File: src/rtl/multicycle_control.sv
// multicycle_control
// Main control FSM for a multicycle RISC-V core. Each instruction is sequenced
// through fetch, decode, execute, memory and writeback states. The FSM drives
// every datapath select and write strobe, and it issues the 3-bit ALU control
// code. The ALU N/Z/C/V flags are consumed in the same cycle to resolve
// conditional branches.
//
// Ports:
//   clk, rst_n            rising-edge clock, asynchronous active-low reset
//   opcode/funct3/funct7b5 instruction fields from the instruction register
//   mem_ready             memory completes the current access this cycle
//   n/z/c/v_flag          ALU flags, valid in the same cycle
//   alu_control           000 add, 001 sub, 010 and, 011 or, 101 slt
//   alu_src_a/alu_src_b   ALU operand selects
//   result_src, imm_src   result mux select, immediate format select
//   adr_src               memory address select (0 PC, 1 result)
//   ir/pc/reg/mem_write   write strobes
//   instr_done            pulse in the final cycle of each instruction
//   illegal               pulse in DECODE on an unsupported opcode
module multicycle_control (
  input  logic       clk,
  input  logic       rst_n,
  input  logic [6:0] opcode,
  input  logic [2:0] funct3,
  input  logic       funct7b5,
  input  logic       mem_ready,
  input  logic       n_flag,
  input  logic       z_flag,
  input  logic       c_flag,
  input  logic       v_flag,
  output logic [2:0] alu_control,
  output logic [1:0] alu_src_a,
  output logic [1:0] alu_src_b,
  output logic [1:0] result_src,
  output logic [1:0] imm_src,
  output logic       adr_src,
  output logic       ir_write,
  output logic       pc_write,
  output logic       reg_write,
  output logic       mem_write,
  output logic       instr_done,
  output logic       illegal
);

  typedef enum logic [3:0] {
    S_FETCH    = 4'd0,
    S_DECODE   = 4'd1,
    S_MEMADR   = 4'd2,
    S_MEMREAD  = 4'd3,
    S_MEMWB    = 4'd4,
    S_MEMWRITE = 4'd5,
    S_EXEC_R   = 4'd6,
    S_EXEC_I   = 4'd7,
    S_ALUWB    = 4'd8,
    S_BRANCH   = 4'd9,
    S_JAL      = 4'd10
  } state_t;

  localparam logic [6:0] OP_LW  = 7'b0000011;
  localparam logic [6:0] OP_SW  = 7'b0100011;
  localparam logic [6:0] OP_R   = 7'b0110011;
  localparam logic [6:0] OP_I   = 7'b0010011;
  localparam logic [6:0] OP_BR  = 7'b1100011;
  localparam logic [6:0] OP_JAL = 7'b1101111;

  state_t     r_state;
  state_t     w_next;
  logic [2:0] w_funct_alu;
  logic       w_take;
  logic       w_ir_write;
  logic       w_pc_write;
  logic       w_reg_write;
  logic       w_mem_write;
  logic       w_instr_done;
  logic       w_illegal;

  // State register; reset restarts sequencing at FETCH
  always_ff @(posedge clk or negedge rst_n) begin
    if (!rst_n) begin
      r_state <= S_FETCH;
    end else begin
      r_state <= w_next;
    end
  end

  // ALU code for R/I-type execute; sub only for R-type with funct7b5 set
  always_comb begin
    w_funct_alu = 3'b000;
    case (funct3)
      3'b000: begin
        if ((opcode == OP_R) && funct7b5) begin
          w_funct_alu = 3'b001;
        end else begin
          w_funct_alu = 3'b000;
        end
      end
      3'b010:  w_funct_alu = 3'b101;
      3'b110:  w_funct_alu = 3'b011;
      3'b111:  w_funct_alu = 3'b010;
      default: w_funct_alu = 3'b000;
    endcase
  end

  // Branch condition from same-cycle flags of the rs1 - rs2 subtraction
  always_comb begin
    w_take = 1'b0;
    case (funct3)
      3'b000:  w_take = z_flag;
      3'b001:  w_take = ~z_flag;
      3'b100:  w_take = n_flag ^ v_flag;
      3'b101:  w_take = ~(n_flag ^ v_flag);
      3'b110:  w_take = ~c_flag;
      3'b111:  w_take = c_flag;
      default: w_take = 1'b0;
    endcase
  end

  // Immediate format depends only on the opcode
  always_comb begin
    imm_src = 2'b00;
    case (opcode)
      OP_LW, OP_I: imm_src = 2'b00;
      OP_SW:       imm_src = 2'b01;
      OP_BR:       imm_src = 2'b10;
      OP_JAL:      imm_src = 2'b11;
      default:     imm_src = 2'b00;
    endcase
  end

  // Next-state and per-state select/strobe decode
  always_comb begin
    w_next       = r_state;
    alu_control  = 3'b000;
    alu_src_a    = 2'b00;
    alu_src_b    = 2'b00;
    result_src   = 2'b00;
    adr_src      = 1'b0;
    w_ir_write   = 1'b0;
    w_pc_write   = 1'b0;
    w_reg_write  = 1'b0;
    w_mem_write  = 1'b0;
    w_instr_done = 1'b0;
    w_illegal    = 1'b0;
    case (r_state)
      S_FETCH: begin
        alu_src_b  = 2'b10;
        result_src = 2'b10;
        w_ir_write = mem_ready;
        w_pc_write = mem_ready;
        if (mem_ready) begin
          w_next = S_DECODE;
        end else begin
          w_next = S_FETCH;
        end
      end
      S_DECODE: begin
        // PC-relative target precomputed into ALUOut for branches
        alu_src_a = 2'b01;
        alu_src_b = 2'b01;
        case (opcode)
          OP_LW, OP_SW: w_next = S_MEMADR;
          OP_R:         w_next = S_EXEC_R;
          OP_I:         w_next = S_EXEC_I;
          OP_BR:        w_next = S_BRANCH;
          OP_JAL:       w_next = S_JAL;
          default: begin
            w_next    = S_FETCH;
            w_illegal = 1'b1;
          end
        endcase
      end
      S_MEMADR: begin
        alu_src_a = 2'b10;
        alu_src_b = 2'b01;
        if (opcode == OP_SW) begin
          w_next = S_MEMWRITE;
        end else begin
          w_next = S_MEMREAD;
        end
      end
      S_MEMREAD: begin
        adr_src = 1'b1;
        if (mem_ready) begin
          w_next = S_MEMWB;
        end else begin
          w_next = S_MEMREAD;
        end
      end
      S_MEMWB: begin
        result_src   = 2'b01;
        w_reg_write  = 1'b1;
        w_instr_done = 1'b1;
        w_next       = S_FETCH;
      end
      S_MEMWRITE: begin
        adr_src     = 1'b1;
        w_mem_write = 1'b1;
        if (mem_ready) begin
          w_instr_done = 1'b1;
          w_next       = S_FETCH;
        end else begin
          w_next = S_MEMWRITE;
        end
      end
      S_EXEC_R: begin
        alu_src_a   = 2'b10;
        alu_control = w_funct_alu;
        w_next      = S_ALUWB;
      end
      S_EXEC_I: begin
        alu_src_a   = 2'b10;
        alu_src_b   = 2'b01;
        alu_control = w_funct_alu;
        w_next      = S_ALUWB;
      end
      S_ALUWB: begin
        w_reg_write  = 1'b1;
        w_instr_done = 1'b1;
        w_next       = S_FETCH;
      end
      S_BRANCH: begin
        alu_src_a    = 2'b10;
        alu_control  = 3'b001;
        w_pc_write   = w_take;
        w_instr_done = 1'b1;
        w_next       = S_FETCH;
      end
      S_JAL: begin
        // Return address PC+4 computed from oldPC; target already in ALUOut
        alu_src_a  = 2'b01;
        alu_src_b  = 2'b10;
        w_pc_write = 1'b1;
        w_next     = S_ALUWB;
      end
      default: begin
        w_next = S_FETCH;
      end
    endcase
  end

  // Strobes are gated by rst_n so mem_ready cannot leak through during reset
  assign ir_write   = w_ir_write   & rst_n;
  assign pc_write   = w_pc_write   & rst_n;
  assign reg_write  = w_reg_write  & rst_n;
  assign mem_write  = w_mem_write  & rst_n;
  assign instr_done = w_instr_done & rst_n;
  assign illegal    = w_illegal    & rst_n;

endmodule

File: config.mk
export PLATFORM = sky130hd
export DESIGN_NAME = multicycle_control
export DESIGN_NICKNAME = d
export VERILOG_FILES = /design/src/rtl/multicycle_control.sv
export SDC_FILE = /design/constraint.sdc
export NUM_CORES = 1
export LEC_CHECK = 0
export ABC_AREA = 1
export CORE_MARGIN = 10
export CORE_UTILIZATION = 37
export DETAILED_ROUTE_END_ITERATION = 16
export HOLD_SLACK_MARGIN = 0.06
export PLACE_DENSITY = 0.79
export SLEW_MARGIN = 20
export SYNTH_ARGS = -nofsm -noshare
export SYNTH_HDL_FRONTEND = slang
export SYNTH_SLANG_ARGS = --single-unit
File: constraint.sdc
create_clock -name clk -period 1.75 [get_ports clk]
set_clock_uncertainty 0.1 [all_clocks]
set_input_delay 0.35 -clock clk [delete_from_list [all_inputs] [get_ports clk]]
set_output_delay 0.35 -clock clk [all_outputs]
set_load 0.05 [all_outputs]
==> results of run 1 <==
-- cell families after synthesis --
family          after synthesis  share of synthesized area
compound gates               10                     0.0949
buf+inv                      24                      0.148
flops                         4                      0.165
simple gates                 77                      0.592
-- per-stage QoR --
step | setup TNS, ns | setup WS [ns] | utilization
3_5_place_dp | -2.98 | -0.450 | 0.929
3_3_place_gp | -1.99 | -0.327 | 0.929
2_1_floorplan | -0.577 | -0.173 | -
==> summary.txt, run 1 <==
Yosys
  • Commonest cells post-synth: nand2_1, inv_1, nor2_1
  • Count of cell types in the netlist: 18
  • #FFs+latches synth: 4
  • Most frequent cell after synthesis: nand2_1
  • Mapped Area: 607 µm²
  • Synth top area share: 0.216
  • Synth warn: 0
  • Synthesized area per cell: 5.28 µm²
  • EDFF count, synth: 0
  • Sequential share of the synthesized area: 0.165
  • Ys async rst share: 1.00
  • Syn Nets: 133
  • Synth top area cells: nand2_1, dfrtp_1, inv_1, nor2_1, nand3_1
  • Top_reg_cell synth: dfrtp_1
  • Cells after synthesis: 115
  • Area leader, netlist: nand2_1

Status
  • Outcome: stopped before the end
  • Tool Error: [ERROR DPL-0038] Utilization greater than 100%, impossible to legalize
  • Failing step: clock tree synthesis (4_1_cts)

Floorplanning
  • # rows: 14
  • Number of I/O pins: 36
  • Initial core utilization: 0.398
  • Chip Width: 60.5 µm
  • Die Span Y: 60.5 µm

Clock network
  • Postcts setup bufs: 16
  • H-Tree Depth: 1
  • Max Buffers Root-to-Sink: 2
  • Cts repair resizes: 75
  • CTS root buf: clkbuf_4
  • Num Clock Sinks: 4
  • Hold Buf Count CTS: 0
  • CTS Buf Count: 3

Placed design
  • Hpwl dp: 2.69 mm
  • Number of port buffers: 35
  • Dpl cells: 188
  • Placed Area: 1420 µm²
  • Routability congestion estimate: 0.868
==> run 2, diff against run 1 <==
- CORE_AREA: not set -> 10 10 71 73
- CORE_MARGIN: 10 -> not set
- CORE_UTILIZATION: 37 -> not set
- DIE_AREA: not set -> 0 0 81 83
- HOLD_SLACK_MARGIN: 0.06 -> not set
- PLACE_DENSITY: 0.79 -> not set
- PLACE_DENSITY_LB_ADDON: not set -> 0.15
==> run 2 against run 1 <==
- the flow now finishes, with violations (setup timing)
- synthesized cell count stayed put
- area after synthesis unchanged
==> summary.txt, run 2 <==
GRT
  • Total track usage: 0.0795
  • Vias in the first global route: 1047
  • First-pass GRT wire length: 4.45 mm
  • Grt ovf: 0
  • Pin count of the biggest net entering global routing: 6
  • Initial antenna violation count: 0

Status
  • Failing checks: setup timing
  • Outcome: finished with violations

Clock network
  • Num Clock Sinks: 4 (unchanged)
  • H-Tree Depth: 1 (unchanged)
  • CTS root buf: clkbuf_8
  • Clk_lat worst skew: 0.22 ns
  • CTS tree: yes
  • Max Buffers Root-to-Sink: 2 (unchanged)
  • Worst-path clk slew: 0.03 ns
  • CTS Buf Count: 3 (unchanged)

Setup path
  • Worst path cell trace: nor2_2, inv_2, nor2_4, nand2_4, nand2_2, inv_2, a21oi_4, buf_12
  • Most frequent CP cell: inv_2
  • Slowest CP cell: dfrtp_1
  • CP bufs+invs: 3
  • Levels on crit path: 8
  • Worst-path maximum fanout: 3
  • Crit path kind: flip-flop to output pin
  • Worst EP arrival: 1.48 ns
  • Cell family with most CP delay: simple AND/OR/NAND/NOR gates
  • Crit end category: output pin
  • WP data required: 1.30 ns
  • Critical Path Source Type: flip-flop
  • Reg2Reg Depth: 10
  • Critical path's largest stage delay: 0.41 ns

Pwr
  • PD cells: 998 nW/µm²
  • Max IR drop VDD: 499 µV
  • P_leak: 0.852 nW
  • Int Power: 922 µW
  • Switching power: 855 µW
  • Power Total: 1.78 mW
  • Switching portion of total power: 0.481
  • Sequential share of power: 0.084
  • Comb power frac: 0.803
  • Clock share of power: 0.113

Routing
  • Routed wire length: 2.88 mm
  • DRT Pass-1 Iters: 4
  • Residual DRC count: 0
  • Vias per cell: 4.10
  • Initial DRC Count: 25
  • DR WL/cell: 11.6 µm
  • DR vias: 1016
  • Routed Antenna Nets: 0

Final layout
  • Most frequent cells in the layout: buf_4, nand2_1, buf_12
  • Non-Filler Instances: 248
  • Max reg flops: 4
  • Largest regs: r_state: 4 flops
  • Layout cells sized above 1: 0.675
  • Most common cell after layout, fill and taps aside: buf_4
  • Most flops, register: r_state
  • Nets: 220
  • Utilization after layout: 0.490
  • Number of diodes: 0
  • Area growth from synthesis to layout: 193%

Yosys
  • Count of cell types in the netlist: 18 (unchanged)
  • Sequential share of the synthesized area: 0.165 (unchanged)
  • EDFF count, synth: 0 (unchanged)
  • Top_reg_cell synth: dfrtp_1
  • Mapped Area: 607 µm² (unchanged)
  • Synth top area cells: nand2_1, dfrtp_1, inv_1, nor2_1, nand3_1
  • Synthesized area per cell: 5.28 µm² (unchanged)
  • #FFs+latches synth: 4 (unchanged)
  • Synth warn: 0 (unchanged)
  • Most frequent cell after synthesis: nand2_1
  • Area leader, netlist: nand2_1
  • Syn Nets: 133 (unchanged)
  • Commonest cells post-synth: nand2_1, inv_1, nor2_1
  • Synth top area share: 0.216 (unchanged)
  • Ys async rst share: 1.00 (unchanged)
  • Cells after synthesis: 115 (unchanged)

Placed design
  • Routability congestion estimate: 0.836 (-3.7%)
  • Pre-CTS WS: -0.400 ns (+0.0501 ns)
  • Dpl cells: 222 (+18%)
  • Number of port buffers: 35 (unchanged)
  • Hpwl dp: 2.23 mm (-17%)

Job
  • Max-cap violations: 0

Timing
  • Worst slew margin: 0.831
  • Tightest Pin Transition: 0.252 ns
  • Max-slew violation count: 0
  • Final worst setup slack: -0.181 ns
  • Final min period: 1.93 ns
  • Fmax: 518 MHz
  • RSZ-0062 raised after global routing: yes
  • Final Hold Viols: 0
  • Final period util: 1.10
  • Min Hold Slack: 0.451 ns
  • Final setup fails: 14

Hold path
  • Worst Hold Class: primary input to async pin

Floorplanning
  • Number of I/O pins: 36 (unchanged)
  • Die Area: 6720 µm²
  • # rows: 22 (+8)
  • Chip Width: 81 µm (+34%)
  • Die Span Y: 83 µm (+37%)
  • Initial core utilization: 0.167 (-0.231)
  • Core ar.: 3630 µm²
## run 2: per-stage QoR
| step | cell area [µm²] | setup TNS [ns] |
|---|---|---|
| 4_1_cts | 1650 | -1.32 |
| 3_3_place_gp | 1470 | -2.26 |
| 2_1_floorplan | 699 | -0.577 |
| 6_report | 1780 | -1.13 |
| 3_5_place_dp | 1470 | -2.44 |
| 5_1_grt | 1780 | -2.10 |
## run 2: cell type report
| class | count | area [µm²] |
|---|---|---|
| Tap cell | 48 | 60.1 |
| Fill cell | 363 | 1850 |
| Multi-Input combinational cell | 87 | 636 |
| Timing Repair Buffer | 82 | 848 |
| Sequential cell | 4 | 103 |
| Inverter | 24 | 92.6 |
| Clock buffer | 3 | 41.3 |
## run 2: tightest hold or removal path, stage by stage
cell and delay [ns]:
clkdlybuf4s50_1 0.50, buf_4 0.13, buf_4 0.12
## run 2: worst paths after layout
check / start / end / slack (ns)
max: r_state[1]$_DFF_PN0_ / pc_write / -0.18
min: rst_n / r_state[0]$_DFF_PN0_ / 0.45
max reg2reg: r_state[1]$_DFF_PN0_ / r_state[0]$_DFF_PN0_ / 0.18
min reg2reg: r_state[2]$_DFF_PN0_ / r_state[3]$_DFF_PN0_ / 0.63
max in group asynchronous: rst_n / r_state[2]$_DFF_PN0_ / 0.99
min in group clk: opcode[5] / r_state[0]$_DFF_PN0_ / 0.53
## run 2: what timing repair did
action | in CTS | in global routing
buffers inserted | 15 | 11
hold buffers | 0 | 0
gates resized for setup | 46 | 28
endpoints found under the setup margin | 16 | 18
pin swaps | 18 | 20
## run 2: kinds of logic (layout without fill, tap and decap cells)
family	after synthesis	after routing	synth area share
AND/OR/NAND/NOR	77	77	0.592
AO/OA/AOI/OAI	10	10	0.0949
buffers and inverters	24	109	0.148
flip-flops	4	4	0.165
## run 2: power groups by stage
stage	registers (mW)	logic [mW]	clock network [mW]
finish	0.149	1.43	0.201
global route	0.153	1.50	0.208
CTS	0.141	1.35	0.206
detailed placement	0.141	1.27	0
global placement	0.141	1.26	0
floorplan	0.140	0.642	0
## run 2: per-layer routing
layer,track usage,vias up,part of all wire
met2,0.145,24,0.55
met5,0,-,0
met1,0.0817,453,0.37
met4,0.0376,0,0.014
li1,-,535,-
met3,0.0172,4,0.057
Note: power is estimated with default switching activity, not from simulation.
==> run 3, diff against run 2 <==
- ABC_CLOCK_PERIOD_IN_PS: not set -> 1750
==> results of run 3 <==
The final DEF is identical to that of run 2; final timing and power are the same.
